## src/rtl/uart_frame_decoder.sv

```systemverilog
// Framing engine on the FIFO side of a UART: hunts SYNC, checks LEN, streams the payload,
// verifies the checksum and answers each frame with an ACK/NAK byte.
module uart_frame_decoder #(
    parameter int                   DATA_BITS     = 8,
    parameter logic [DATA_BITS-1:0] SYNC_BYTE     = 8'hA5,
    parameter int                   MAX_LEN       = 16,
    parameter logic [DATA_BITS-1:0] ACK_BYTE      = 8'h06,
    parameter logic [DATA_BITS-1:0] NAK_BYTE      = 8'h15,
    parameter int                   TIMEOUT_WIDTH = 16
) (
    input  logic                     clk,
    input  logic                     reset,
    input  logic                     rx_empty,
    input  logic [DATA_BITS-1:0]     rd_data,
    output logic                     rd_uart,
    input  logic                     tx_full,
    output logic                     wr_uart,
    output logic [DATA_BITS-1:0]     wr_data,
    input  logic [TIMEOUT_WIDTH-1:0] timeout_cycles,
    output logic [DATA_BITS-1:0]     m_data,
    output logic                     m_valid,
    input  logic                     m_ready,
    output logic                     m_sof,
    output logic                     m_eof,
    output logic                     frame_ok,
    output logic                     frame_err,
    output logic [1:0]               err_code
);

    localparam logic [DATA_BITS-1:0] MAX_LEN_B = DATA_BITS'(MAX_LEN);
    localparam logic [DATA_BITS-1:0] ONE_B     = DATA_BITS'(1);

    typedef enum logic [2:0] {S_IDLE, S_LEN, S_PAYLOAD, S_CHK, S_RESP} state_t;

    state_t                   state, state_n;
    logic [DATA_BITS-1:0]     acc;
    logic [DATA_BITS-1:0]     cnt;
    logic                     first;
    logic [TIMEOUT_WIDTH-1:0] tmo_cnt;
    logic [1:0]               err_code_n;
    logic [DATA_BITS-1:0]     chk_sum;
    logic [TIMEOUT_WIDTH:0]   tmo_seen;
    logic                     tmo_hit;

    assign chk_sum  = acc + rd_data;
    // tmo_seen counts the current empty cycle too, so the error lands exactly
    // timeout_cycles cycles after the last pop.
    assign tmo_seen = {1'b0, tmo_cnt} + (TIMEOUT_WIDTH+1)'(1);
    assign tmo_hit  = rx_empty && (timeout_cycles != '0) && (tmo_seen == {1'b0, timeout_cycles});

    always_comb begin
        state_n    = state;
        err_code_n = err_code;
        rd_uart    = 1'b0;
        wr_uart    = 1'b0;
        m_valid    = 1'b0;
        m_data     = '0;
        m_sof      = 1'b0;
        m_eof      = 1'b0;
        frame_ok   = 1'b0;
        frame_err  = 1'b0;
        case (state)
            S_IDLE: begin
                rd_uart = !rx_empty;
                if (!rx_empty && rd_data == SYNC_BYTE) state_n = S_LEN;
            end
            S_LEN: begin
                rd_uart = !rx_empty;
                if (!rx_empty) begin
                    if (rd_data == '0 || rd_data > MAX_LEN_B) begin
                        frame_err  = 1'b1;
                        err_code_n = 2'b10;
                        state_n    = S_RESP;
                    end else begin
                        state_n = S_PAYLOAD;
                    end
                end else if (tmo_hit) begin
                    frame_err  = 1'b1;
                    err_code_n = 2'b11;
                    state_n    = S_RESP;
                end
            end
            S_PAYLOAD: begin
                m_valid = !rx_empty;
                m_data  = rd_data;
                m_sof   = !rx_empty && first;
                m_eof   = !rx_empty && (cnt == ONE_B);
                rd_uart = !rx_empty && m_ready;
                if (rd_uart && cnt == ONE_B) begin
                    state_n = S_CHK;
                end else if (tmo_hit) begin
                    frame_err  = 1'b1;
                    err_code_n = 2'b11;
                    state_n    = S_RESP;
                end
            end
            S_CHK: begin
                rd_uart = !rx_empty;
                if (!rx_empty) begin
                    frame_ok   = (chk_sum == '0);
                    frame_err  = (chk_sum != '0);
                    err_code_n = (chk_sum == '0) ? 2'b00 : 2'b01;
                    state_n    = S_RESP;
                end else if (tmo_hit) begin
                    frame_err  = 1'b1;
                    err_code_n = 2'b11;
                    state_n    = S_RESP;
                end
            end
            S_RESP: begin
                wr_uart = !tx_full;
                if (!tx_full) state_n = S_IDLE;
            end
            default: state_n = S_IDLE;
        endcase
        // Outputs read as zero for the whole time reset is held.
        if (reset) begin
            rd_uart   = 1'b0;
            wr_uart   = 1'b0;
            m_valid   = 1'b0;
            m_data    = '0;
            m_sof     = 1'b0;
            m_eof     = 1'b0;
            frame_ok  = 1'b0;
            frame_err = 1'b0;
        end
    end

    always_ff @(posedge clk) begin
        if (reset) begin
            state    <= S_IDLE;
            acc      <= '0;
            cnt      <= '0;
            first    <= 1'b0;
            tmo_cnt  <= '0;
            wr_data  <= '0;
            err_code <= 2'b00;
        end else begin
            state    <= state_n;
            err_code <= err_code_n;
            if (frame_ok)       wr_data <= ACK_BYTE;
            else if (frame_err) wr_data <= NAK_BYTE;
            if (state == S_LEN && rd_uart && state_n == S_PAYLOAD) begin
                acc   <= rd_data;
                cnt   <= rd_data;
                first <= 1'b1;
            end else if (state == S_PAYLOAD && rd_uart) begin
                acc   <= acc + rd_data;
                cnt   <= cnt - ONE_B;
                first <= 1'b0;
            end
            // Only starved cycles age the timeout; backpressure with data present holds it.
            if ((state == S_LEN || state == S_PAYLOAD || state == S_CHK) && !rd_uart) begin
                if (rx_empty) tmo_cnt <= tmo_cnt + TIMEOUT_WIDTH'(1);
            end else begin
                tmo_cnt <= '0;
            end
        end
    end

endmodule

```

## config.mk

```make
export PLATFORM = sky130hd
export DESIGN_NAME = uart_frame_decoder
export DESIGN_NICKNAME = d
export VERILOG_FILES = /design/src/rtl/uart_frame_decoder.sv
export SDC_FILE = /design/constraint.sdc
export NUM_CORES = 1
export LEC_CHECK = 0
export ABC_AREA = 1
export CORE_ASPECT_RATIO = 0.7
export CORE_MARGIN = 2
export CORE_UTILIZATION = 59
export DETAILED_ROUTE_END_ITERATION = 10
export PLACE_DENSITY = 0.87
export RECOVER_POWER = 50
export SLEW_MARGIN = 40
export SYNTH_ARGS = -nofsm -noshare
export SYNTH_HDL_FRONTEND = slang
export SYNTH_SLANG_ARGS = --single-unit
```

## constraint.sdc

```tcl
create_clock -name clk -period 5.65 [get_ports clk]
set_input_delay 0.565 -clock clk [delete_from_list [all_inputs] [get_ports clk]]
set_output_delay 0.565 -clock clk [all_outputs]
set_load 0.05 [all_outputs]
```

# Word level (Yosys, flattened, before mapping)
# Cells that the tools add are included.
# classes
n_lt_le_gt_ge	1
n_eq_ne	10
n_addsub	4
bitwise	1
n_reduce_logical	29
n_mux	45
# ops
operator	count
8-bit two-way mux	6
3-bit two-way mux	9
1-bit two-way mux	21
16-bit by 1-bit adder with 17-bit output (second input constant)	1
17-bit by 16-bit equality test with 1-bit output	1
16-bit by 1-bit adder with 16-bit output (second input constant)	1
8-bit logical NOT	2
16-bit nonzero test	1
3-bit case mux with 5 select lines	1
1-bit logical AND	11
2-bit two-way mux	5
3-bit by 2-bit equality test with 1-bit output (second input constant)	3
8-bit adder	1
8-bit by 1-bit equality test with 1-bit output (second input constant)	1
8-bit equality test (second input constant)	1
8-bit by 5-bit greater-than comparator with 1-bit output (second input constant)	1
8-bit nonzero test	1
8-bit by 1-bit subtractor with 8-bit output (second input constant)	1
2-bit case mux with 3 select lines	1
2-bit nonzero test	2
2-bit OR reduction	2
3-bit by 1-bit equality test with 1-bit output (second input constant)	1
3-bit equality test (second input constant)	1
1-bit logical NOT	3
other kinds (10)	12
# totals
ff_bits	41
in_bits	29
word_cells	98
output_inout_bits	25

# Longest topological paths before layout
# logic_depth
ltp_word	9
depth_mapped	18
ltp_nobuf	18

# Worst setup path before layout
# OpenSTA, ideal clock, no wires.
# synth_path
path_kind	input to output
from	input port rd_data[0]
to	output port frame_ok
n_path_buf	0
arrival_ns	2.596
required_ns	5.085
setup_slack_ns	2.489
path_stages	11
path_cell_list	ha_1 inv_1 fa_1 inv_1 nor4_1 nand2_1 nor2_1 nand3_1 nor2_1 nand2_1 nor2_1
# synth_via
elab_chain_len	5
# synth_rtl
element	line	text
from (decl)	14	input logic [DATA_BITS-1:0] rd_data,
8-bit adder	45	assign chk_sum = acc + rd_data;
8-bit logical NOT	100	frame_ok = (chk_sum == '0);
1-bit two-way mux	99	if (!rx_empty) begin
1-bit two-way mux	62	case (state)
1-bit two-way mux	117	if (reset) begin
to (decl)	25	output logic frame_ok,
# No other way between the ends.

# Worst setup path in the final report
# layout_path
from	input port rx_empty
to	output port frame_err
# layout_via
elab_chain_len	6
elab_cells_between_ends	11
cone_classes	mux (6); reduce/logical (5)
# layout_rtl
element	line	text
from (decl)	13	input logic rx_empty,
1-bit logical AND / 1-bit logical NOT (equally long branches)	--	
1-bit logical AND, on equally long branches	49, 88	
1-bit two-way mux / 1-bit logical AND (equally long branches)	--	
1-bit two-way mux, on equally long branches	99, 69, 89	
1-bit case mux with 3 select lines *	62	
1-bit two-way mux *	117	
to (decl)	26	output logic frame_err,
# Every way passes the cells marked *; elsewhere a longest branch is shown, timed or not.

==> results.py <==
metrics = {
    "yosys": {
        "post_synth_inst_count": 552,
        "yosys-top-cells-area": "dfxtp_1 (25%), nand2_1 (16%), inv_1 (9.4%)",
        "synth-edff-count": 0,
        "synth_area_um2": 3304,
        "synth_seq_cells": 41,
        "synth_area_per_cell_um2": 5.986,
        "postSynth.topFlopCell": "dfxtp_1",
        "synth.top_cell.area_share": 0.2484,
        "seq_area_frac_synth": 0.2484,
        "synth.largest_area_cell": "dfxtp_1",
        "yosysUniqueCellTypes": 36,
        "yosysWarnings": 0,
        "synth_async_sr_flop_share": 0,
    },
    "finish": {
        "layout.nets": 637,
        "drive_above_1_share": 0.06868,
        "areaGrowthSynthToFinish_pct": 18.52,
        "antenna_cells_inserted": 0,
    },
    "floorplanning": {
        "row_count": 22,
        "core_area_um2": 5313,
        "full_die_area_um2": 6225,
        "floorplan.die.width_um": 93.45,
        "initial_core_util": 0.6220,
        "die-height_um": 66.62,
        "boundaryPins": 54,
    },
    "grt": {
        "antenna_found_initial": 0,
        "grt-ovfl-total": 0,
        "grt_pass1_wl_um": 15600,
        "grt_start_max_net_pins": 26,
        "groute.usage.overall": 0.3183,
        "vias_in_the_first_global_route": 3307,
    },
    "clock_tree": {
        "cts_htree_levels": 2,
        "worst_skew_pair.late_latency_ns": 0.30,
        "cts_num_sinks": 41,
        "cts_setup_buffers": 0,
        "cts-buffers-inserted": 5,
        "cts.root.buffer_cell": "clkbuf_8",
        "cts_hold_buffers": 0,
        "post_cts.resized_instances": 0,
        "clock_pin_slew_on_the_worst_setup_and_hold_paths_ns": 0.08,
        "cts_tree": "built",
        "clock_path_buffers": 2,
    },
    "worst_setup_path": {
        "timing.critical_path.from_type": "input pin",
        "path_max_fanout": 19,
        "cp.required_ns": 5.09,
        "capturing_element_type_of_the_critical_path": "primary output",
        "cp.arrival_ns": 3.76,
        "kind_of_critical_path": "in2out",
    },
    "drt": {
        "route.detailed.vias_per_inst": 5.598,
        "drc": 0,
        "detailedRoute.firstIterationViolations": 403,
        "detailroute.via_count": 3745,
        "finalWirelength_um": 9306,
        "drt-pass1-iter-count": 6,
        "residual_antenna_violating_net_count_after_detailed_routing": 0,
        "detail_route.wl_per_cell_um": 13.91,
    },
    "sta": {
        "worst_slew_margin_rel": 0.4832,
        "final_min_period_over_clock_period": 0.7663,
        "setup_tns_ns": 0,
        "grt_setup_unrepaired": "false",
        "fin_skew_ns": 0.004344,
        "period_needed_ns": 4.330,
        "setup_violations": 0,
        "drv_slew": 0,
        "tightest_slew_ns": 0.7734,
        "final_critical_path_setup_slack_ns": 1.320,
        "timing.fmax_ghz": 0.2310,
        "final-hold-violation-count": 0,
    },
    "placement": {
        "place.gp.congestion": 0.9743,
        "buffer_ports.inserted": 49,
        "dp_slack_ns": 1.402,
        "detailed_place_hpwl_um": 7270,
    },
    "power_and_ir_drop": {
        "vdd.ir_drop.worst_mv": 0.1415,
        "power_density_nw_per_um2": 153.5,
        "power.static_leakage_uw": 0.001769,
    },
    "worst_hold_path": {
        "hold_removal_path_class": "reg2reg",
    },
    "status": {
        "run_status": "finished clean",
    },
    "flow_run": {
        "drv.max_cap_violation_count": 0,
    },
}
[metal layers]
metal	wire (um)	part of all wire	up-vias	track usage
li1	-	-	1846	-
met1	4368	0.47	1691	0.4786
met2	3740	0.40	198	0.4577
met3	1127	0.12	10	0.07919
met4	70	0.0075	0	0.05882
met5	0	0	-	0
[registers in the layout, summed over array words and instances, names as in the netlist]
name	cells
state	3
acc	8
cnt	8
first	1
tmo_cnt	16
wr_data	3
err_code	2
[synthesized netlist by cell type (2+ instances only)]
master,number
nand2_1,143
inv_1,83
nor2_1,73
nand3_1,55
dfxtp_1,41
a21oi_1,29
nand4_1,16
o21ai_0,16
a21oi_2,10
ha_1,10
clkbuf_1,8
xor2_1,7
nor2_2,6
xnor2_1,6
buf_4,5
nand2_2,5
nor3_1,4
o211ai_1,4
or2_2,4
a31oi_1,3
nor2_4,3
nor4_1,3
nand2_4,2
nand3b_1,2
nor3b_1,2
o21ai_1,2
[cells by family after synthesis]
| logic type | share of synthesized area |
|---|---|
| compound gates | 0.1185 |
| xor+xnor | 0.03446 |
| buf+inv | 0.1231 |
| fa+ha+maj | 0.04392 |
| simple gates | 0.4305 |
| flops | 0.2484 |
| other cells | 0.001135 |
[worst max-delay path, cell delays in order]
cell and delay, ns:
dlygate4sd3_1 0.96, clkbuf_1 0.56, nor4_1 0.14, nand2_1 0.09
nor2_1 0.05, nand3_1 0.10, nor2_1 0.08, nor2_1 0.14
nand2_1 0.09, nand2_1 0.06, nand2_1 0.07, inv_1 0.06
clkdlybuf4s50_1 0.79
[report_power, final]
group          leakage [uW]  switching (uW)  internal, uW
Combinational       0.00138            45.2          29.5
Sequential         0.000330          0.0526           289
Clock             0.0000540             109           129
[metrics by stage]
stage	instance area [um2]	hold slack, ns	power, uW	std cells	utilization
floorplan	3316	0.4404	337.3	555	-
global placement	3824	0.4532	367.7	662	0.7197
detailed placement	3826	0.4552	368.8	662	0.7202
CTS	3930	0.4675	599.4	669	0.7398
global route	3916	0.4877	620.6	669	0.7372
finish	3916	0.4583	601.3	669	0.7372
[cell type report]
cell class | count | area [um2]
multi-input cells | 413 | 2081
fillers | 447 | 1396
flip-flops and latches | 41 | 820.8
repair buffers | 51 | 501.7
inverters | 85 | 319.1
well taps | 72 | 90.09
clock buffers | 5 | 68.82
clock inverters | 2 | 35.03
[final timing paths]
check / cells after the start / endpoint / startpoint / slack (ns)
worst min-delay path: 2 / wr_data[0]$_SDFFE_PP0P_ / wr_data[0]$_SDFFE_PP0P_ / 0.46
worst max-delay path: 13 / frame_err / rx_empty / 1.32
worst max register to register: 15 / acc[5]$_SDFFE_PP0P_ / tmo_cnt[0]$_SDFFE_PP0P_ / 2.43
worst min register to register: 2 / wr_data[0]$_SDFFE_PP0P_ / wr_data[0]$_SDFFE_PP0P_ / 0.46
[layout by cell type, fill, tap and decap left out, types with 2 or more instances in the layout]
master,Yosys,final
nand2_1,143,144
inv_1,83,83
nor2_1,73,73
nand3_1,55,55
clkdlybuf4s50_1,0,42
dfxtp_1,41,41
a21oi_1,29,29
nand4_1,16,16
o21ai_0,16,16
a21oi_2,10,10
ha_1,10,10
xor2_1,7,7
dlygate4sd3_1,0,7
nor2_2,6,6
xnor2_1,6,6
nand2_2,5,5
clkbuf_8,0,5
o211ai_1,4,4
nor3_1,4,4
or2_2,4,4
conb_1,1,4
nor2_4,3,3
nor4_1,3,3
a31oi_1,3,3
o21ai_1,2,2
nand3b_1,2,2
nor3b_1,2,2
(Power assumes the default switching activity.)
